File: config.mk
export PLATFORM = sky130hd
export DESIGN_NAME = uart_tx
export DESIGN_NICKNAME = d
export VERILOG_FILES = /design/src/rtl/uart_tx.sv
export SDC_FILE = /design/constraint.sdc
export NUM_CORES = 1
export LEC_CHECK = 0
export ABC_AREA = 1
export CAP_MARGIN = 0
export CORE_ASPECT_RATIO = 0.7
export CORE_MARGIN = 4
export CORE_UTILIZATION = 58
export DETAILED_ROUTE_END_ITERATION = 12
export PLACE_DENSITY = 0.79
export REMOVE_ABC_BUFFERS = 1
export SETUP_SLACK_MARGIN = 0.5
export SLEW_MARGIN = 20
export SYNTH_ARGS = -nofsm -noshare
export SYNTH_HDL_FRONTEND = slang
export SYNTH_SLANG_ARGS = --single-unit
export TNS_END_PERCENT = 30
File: constraint.sdc
create_clock -name i_clk -period 2.35 [get_ports i_clk]
set_clock_uncertainty 0.2 [all_clocks]
set_input_delay 0.235 -clock i_clk [delete_from_list [all_inputs] [get_ports i_clk]]
set_output_delay 0.235 -clock i_clk [all_outputs]
set_load 0.03 [all_outputs]
File: src/rtl/uart_tx.sv
// 8-bit UART transmitter with CTS flow control: start bit, 8 data bits LSB first, STOP_BITS stops.
// Define UART_TX_PARITY_EN to insert an even-parity bit between the data and stop bits.
module uart_tx #(
  parameter int unsigned CLKS_PER_BIT = 868,
  parameter int unsigned STOP_BITS    = 1
) (
  input  logic       i_clk,
  input  logic       i_reset,
  input  logic [7:0] i_data,
  input  logic       i_valid,
  output logic       o_ready,
  input  logic       i_cts_n,
  output logic       o_tx,
  output logic       o_busy
);

`ifdef UART_TX_PARITY_EN
  typedef enum logic [2:0] {StIdle, StStart, StData, StParity, StStop} state_e;
`else
  typedef enum logic [2:0] {StIdle, StStart, StData, StStop} state_e;
`endif

  localparam logic [15:0] BitReload = 16'(CLKS_PER_BIT - 1);
  localparam logic        StopLast  = 1'(STOP_BITS - 1);

  state_e      r_state;
  logic [15:0] r_cnt;
  logic [2:0]  r_idx;
  logic [7:0]  r_shift;
  logic        r_stop_idx;
  logic        r_tx;
  logic        r_busy;
  logic        r_armed;
`ifdef UART_TX_PARITY_EN
  logic        r_parity;
`endif

  logic w_ready;
  logic w_bit_done;

  // r_armed keeps o_ready low until the first clock edge after reset release.
  assign w_ready    = r_armed & (r_state == StIdle) & ~i_cts_n;
  assign w_bit_done = (r_cnt == 16'd0);
  assign o_ready    = w_ready;
  assign o_tx       = r_tx;
  assign o_busy     = r_busy;

  always_ff @(posedge i_clk or negedge i_reset) begin
    if (!i_reset) begin
      r_state    <= StIdle;
      r_cnt      <= 16'd0;
      r_idx      <= 3'd0;
      r_shift    <= 8'd0;
      r_stop_idx <= 1'b0;
      r_tx       <= 1'b1;
      r_busy     <= 1'b0;
      r_armed    <= 1'b0;
`ifdef UART_TX_PARITY_EN
      r_parity   <= 1'b0;
`endif
    end else begin
      r_armed <= 1'b1;
      case (r_state)
        StIdle: begin
          if (i_valid && w_ready) begin
            r_state <= StStart;
            r_shift <= i_data;
            r_tx    <= 1'b0;
            r_busy  <= 1'b1;
            r_cnt   <= BitReload;
`ifdef UART_TX_PARITY_EN
            r_parity <= ^i_data;
`endif
          end
        end
        StStart: begin
          if (w_bit_done) begin
            r_state <= StData;
            r_tx    <= r_shift[0];
            r_idx   <= 3'd0;
            r_cnt   <= BitReload;
          end else begin
            r_cnt <= r_cnt - 16'd1;
          end
        end
        StData: begin
          if (w_bit_done) begin
            r_cnt <= BitReload;
            if (r_idx == 3'd7) begin
`ifdef UART_TX_PARITY_EN
              r_state <= StParity;
              r_tx    <= r_parity;
`else
              r_state    <= StStop;
              r_tx       <= 1'b1;
              r_stop_idx <= 1'b0;
`endif
            end else begin
              r_idx   <= r_idx + 3'd1;
              r_shift <= {1'b0, r_shift[7:1]};
              r_tx    <= r_shift[1];
            end
          end else begin
            r_cnt <= r_cnt - 16'd1;
          end
        end
`ifdef UART_TX_PARITY_EN
        StParity: begin
          if (w_bit_done) begin
            r_state    <= StStop;
            r_tx       <= 1'b1;
            r_stop_idx <= 1'b0;
            r_cnt      <= BitReload;
          end else begin
            r_cnt <= r_cnt - 16'd1;
          end
        end
`endif
        StStop: begin
          if (w_bit_done) begin
            if (r_stop_idx == StopLast) begin
              r_state <= StIdle;
              r_busy  <= 1'b0;
            end else begin
              r_stop_idx <= 1'b1;
              r_cnt      <= BitReload;
            end
          end else begin
            r_cnt <= r_cnt - 16'd1;
          end
        end
        default: begin
          r_state <= StIdle;
          r_tx    <= 1'b1;
          r_busy  <= 1'b0;
        end
      endcase
    end
  end

endmodule

==> results.md <==
- The flow ran to the end, and the final reports show no timing, DRC or antenna violations.
- The wire length of the first global-routing pass is 7.86 mm.
- The source-to-sink clock delay at the later pin of the worst-skew pair is 0.28 ns.
- The CTS tree is yes.
- The critical path goes through inv_2 -> ha_4 -> nand2_4 -> nor2_4 -> nand2_2 -> nand2_4 -> nand3b_1 -> nand2_4 -> nand2_1 -> nand2_1 -> nand2_1.
- The repair_antennas step left the layout with diodes totalling 0.
- The post-route netlist has 24.9% of its cells at a drive strength greater than 1.
- Setup repair after global routing could not meet its margin everywhere.
- Averaged over all synthesized cells, the footprint is 7.88 sq um.
- Summing the areas of all compound-gate instances in the mapped netlist gives 9.49% of the synthesized area.
- Entering global routing, the biggest net connects 33 pins.
- The boundary pin count is 15.
- The initial core utilization is 62.4%.
- Global routing finished with a remaining overflow of 0.
- The final-report setup violation count is 0.
- The tool flagged a number of max-cap violations equal to 0.
- Dividing the detail-routed wire length by the instance count gives 14.1 microns.
- Buffers inserted during clock tree synthesis total 5.
- Clock-pin slew was measured on the worst setup and hold paths at 0.07 ns.
- The height of the die is 57.4 microns.
- The most critical setup path has its startpoint at r_state[1].
- The final layout contains 312 nets.
- The number of warnings reported in the yosys synthesis log is 0.
- Global routing consumed, over all layers together, 22.1% of the routing resources.
- The number of different library cells used by synthesis comes to 29.
- The main combinational cell family by area after synthesis is simple AND/OR/NAND/NOR gates.
- The count of mapped cells out of synthesis is 256.
- The H-tree was split into 2 levels.
- The count of input and output buffers is 14.
- The routed design could run at a clock period as short as 1.88 ns.
- The DRC violations left is 0.
- After clock tree synthesis, the flow added hold-fix buffers numbering 0.
- The category of the critical setup timing path is reg2reg.
- The launching element type of the critical path is a register.
- The first routing iteration left 176 violations.
- The combined area of all synthesized cells is 0.00202 sq mm.
- Summing the areas of all and, or, nand and nor instances in the mapped netlist gives 34.3% of the synthesized area.
- Detailed placement ended at an HPWL of 3.25 mm.
- Among all stages on the critical path, the largest delay is contributed by dfrtp_1.
- In this run the critical register-to-register path is launched from r_state[1].
- The synthesized netlist devotes 2.17% of its cell area to XOR and XNOR gates.
- The die footprint is 0.00450 sq mm.
- The count of clock tree sinks is 32.
- The maximum ir drop on the vdd rail is 0.948 mV.
- The mux share of post-synthesis cell area is 3.47%.
- No sink is reached through more buffers than the 2 on the longest clock path.
- The worst hold-check path type is in2async.
- The top achievable clock speed is 532 MHz.
- The critical path's largest stage delay is 0.41 ns.
- At the worst endpoint, the arrival time is 1.85 ns.
- The area added between synthesis and finish is 27.4%.
- The count of standard-cell rows is 17.
- The number of buffers and inverters on the critical path is 1.
- The standby leakage power is 0.00121 uW.
- The hold violation total from the final report is 0.
- Of all flip-flops after synthesis, the portion carrying an async set or reset was 100%.
- In this run the worst path has a maximum fanout of 5.
- In this run, synthesis inferred 0 flip-flops with an integrated enable.
- Wires add up to 4.78 mm.
- In the final timing run, aggregate negative setup slack is 0 ns.
- Measured along the x axis, the die boundary spans 78.5 microns.
- The synthesized design contains 32 register bits.
- The total core area is 0.00323 sq mm.
- The via count of the first global-routing pass is 1680.
- The kind of cell adding the most delay to the critical path is simple AND/OR/NAND/NOR gates.
- The number of antenna violations at the first check in global routing is 0.
- The max-slew violation count is 0.
- The tree is rooted in a clkbuf_8.
- Before antenna repair, the detailed router went through 5 iterations.
- Of the total synthesized cell area, the portion taken by full adders, half adders and majority gates is 4.96%.
- The count of nets left with antenna violations once routing finished came out at 0.
- The congestion estimate from routability-driven global placement came to 0.987.
- For this run, the register share of the synthesized area comes to 39.7%.
- The power density of the placed cells is 1380 mW/mm^2.
- The commonest register cell after synthesis is dfrtp_1.
- Cells fill 79.5% of the core in the end.
- The share of the clock period used by the worst path after layout is 80.0%.
- The data required time of the worst path is 2.32 ns.
- The worst setup path is captured at a register.
- The vias after detailed routing is 1852.
- Using the TritonRoute via totals, the vias-per-cell ratio works out to 5.45.
[Yosys cell counts (2+ instances only)]
cell | instances | area share, %
nand3_4 | 3 | 2.6
nand3_1 | 18 | 4.5
nor2_4 | 2 | 1.1
o21ai_1 | 4 | 0.99
nand2_1 | 79 | 15
inv_2 | 3 | 0.56
nand4_1 | 7 | 2.2
inv_1 | 19 | 3.5
nor2_1 | 20 | 3.7
o21ai_0 | 15 | 3.7
xor2_1 | 4 | 1.7
ha_1 | 8 | 5.0
nand2_2 | 8 | 2.5
buf_6 | 2 | 1.1
dfrtp_1 | 31 | 38
nand3b_1 | 2 | 0.74
nor2_2 | 4 | 1.2
mux2i_1 | 7 | 3.5
a21oi_1 | 2 | 0.50
o21ai_2 | 9 | 3.9
[registers in the layout, indices dropped and copies added (netlist names)]
register and flops:
r_cnt 16, r_shift 8, o_tx 1, o_busy 1, r_state 2, r_armed 1
r_idx 3
[placed cells by master, fill, tap and decap left out, types with 2 or more instances in the layout]
| cell type | Yosys | routed |
|---|---|---|
| nand2_1 | 79 | 77 |
| buf_4 | 0 | 13 |
| nor2_4 | 2 | 3 |
| inv_1 | 19 | 15 |
| nand3b_1 | 2 | 2 |
| a21oi_1 | 2 | 2 |
| o21ai_4 | 0 | 2 |
| xor2_1 | 4 | 4 |
| clkbuf_8 | 0 | 7 |
| dfrtp_1 | 31 | 31 |
| nor2_1 | 20 | 18 |
| nand2_4 | 1 | 4 |
| mux2i_1 | 7 | 7 |
| nand3_4 | 3 | 5 |
| ha_1 | 8 | 5 |
| o21ai_1 | 4 | 3 |
| nand4_1 | 7 | 7 |
| o21ai_2 | 9 | 9 |
| inv_2 | 3 | 7 |
| clkdlybuf4s50_1 | 0 | 12 |
| ha_4 | 0 | 2 |
| nand2_2 | 8 | 8 |
| nand3_1 | 18 | 17 |
| nor2_2 | 4 | 5 |
| o21ai_0 | 15 | 14 |
[logic make-up after synthesis]
kind of cell    count (synthesis)
simple gates                  146
flops                          32
compound gates                 31
buf+inv                        26
fa+ha+maj                       8
mux                             7
xor+xnor                        5
other cells                     1
[path summary, 6_finish.rpt]
path | to | slack, ns | depth (start not counted)
setup reg to reg | r_cnt[5] | 0.47 | 11
hold reg to reg | o_tx | 0.26 | 2
max in group asynchronous | o_tx | 1.48 | 2
setup / recovery | r_cnt[5] | 0.47 | 11
hold / removal | r_cnt[12] | 0.15 | 2
min in group i_clk | o_tx | 0.26 | 2
[where the power goes]
group / switching (uW) / internal (uW)
sequential: 162 / 763
clock: 208 / 374
combinational: 1250 / 796
[layout make-up]
class                      instances  area (sq um)
multi-input combinational        201          1230
sequential                        32           802
fill                             232           662
timing repair buffer              29           269
clock buffer                       7          96.3
inverter                          23          86.3
tap                               47          58.8
clock inverter                     1          30.0
[routing by layer]
layer | GRT usage, % | up-vias | routed length, microns
li1 | - | 910 | -
met1 | 33.2 | 862 | 2300
met2 | 32.6 | 78 | 2090
met3 | 5.05 | 2 | 375
met4 | 4.74 | 0 | 19
met5 | 0 | - | 0
[repair_timing]
item                                    4_1_cts  5_1_grt
endpoints found under the setup margin       32       32
pin swaps                                     4       10
endpoints found under the hold margin         0        0
resized for setup                            14       16
gates cloned                                  1        2
setup buffers                                 5        7
[metrics by stage]
stage / total power (uW) / instance area (sq um) / setup slack [ns] / hold slack [ns] / cells
2_1_floorplan: 2100 / 1990 / 0.234 / -0.261 / 253
6_report: 3550 / 2570 / 0.470 / 0.154 / 340
4_1_cts: 3260 / 2420 / 0.472 / 0.180 / 331
3_5_place_dp: 2510 / 2210 / 0.268 / 0.253 / 317
5_1_grt: 3810 / 2570 / 0.376 / 0.213 / 340
3_3_place_gp: 2450 / 2210 / 0.334 / 0.250 / 317
(Power assumes the default switching activity.)
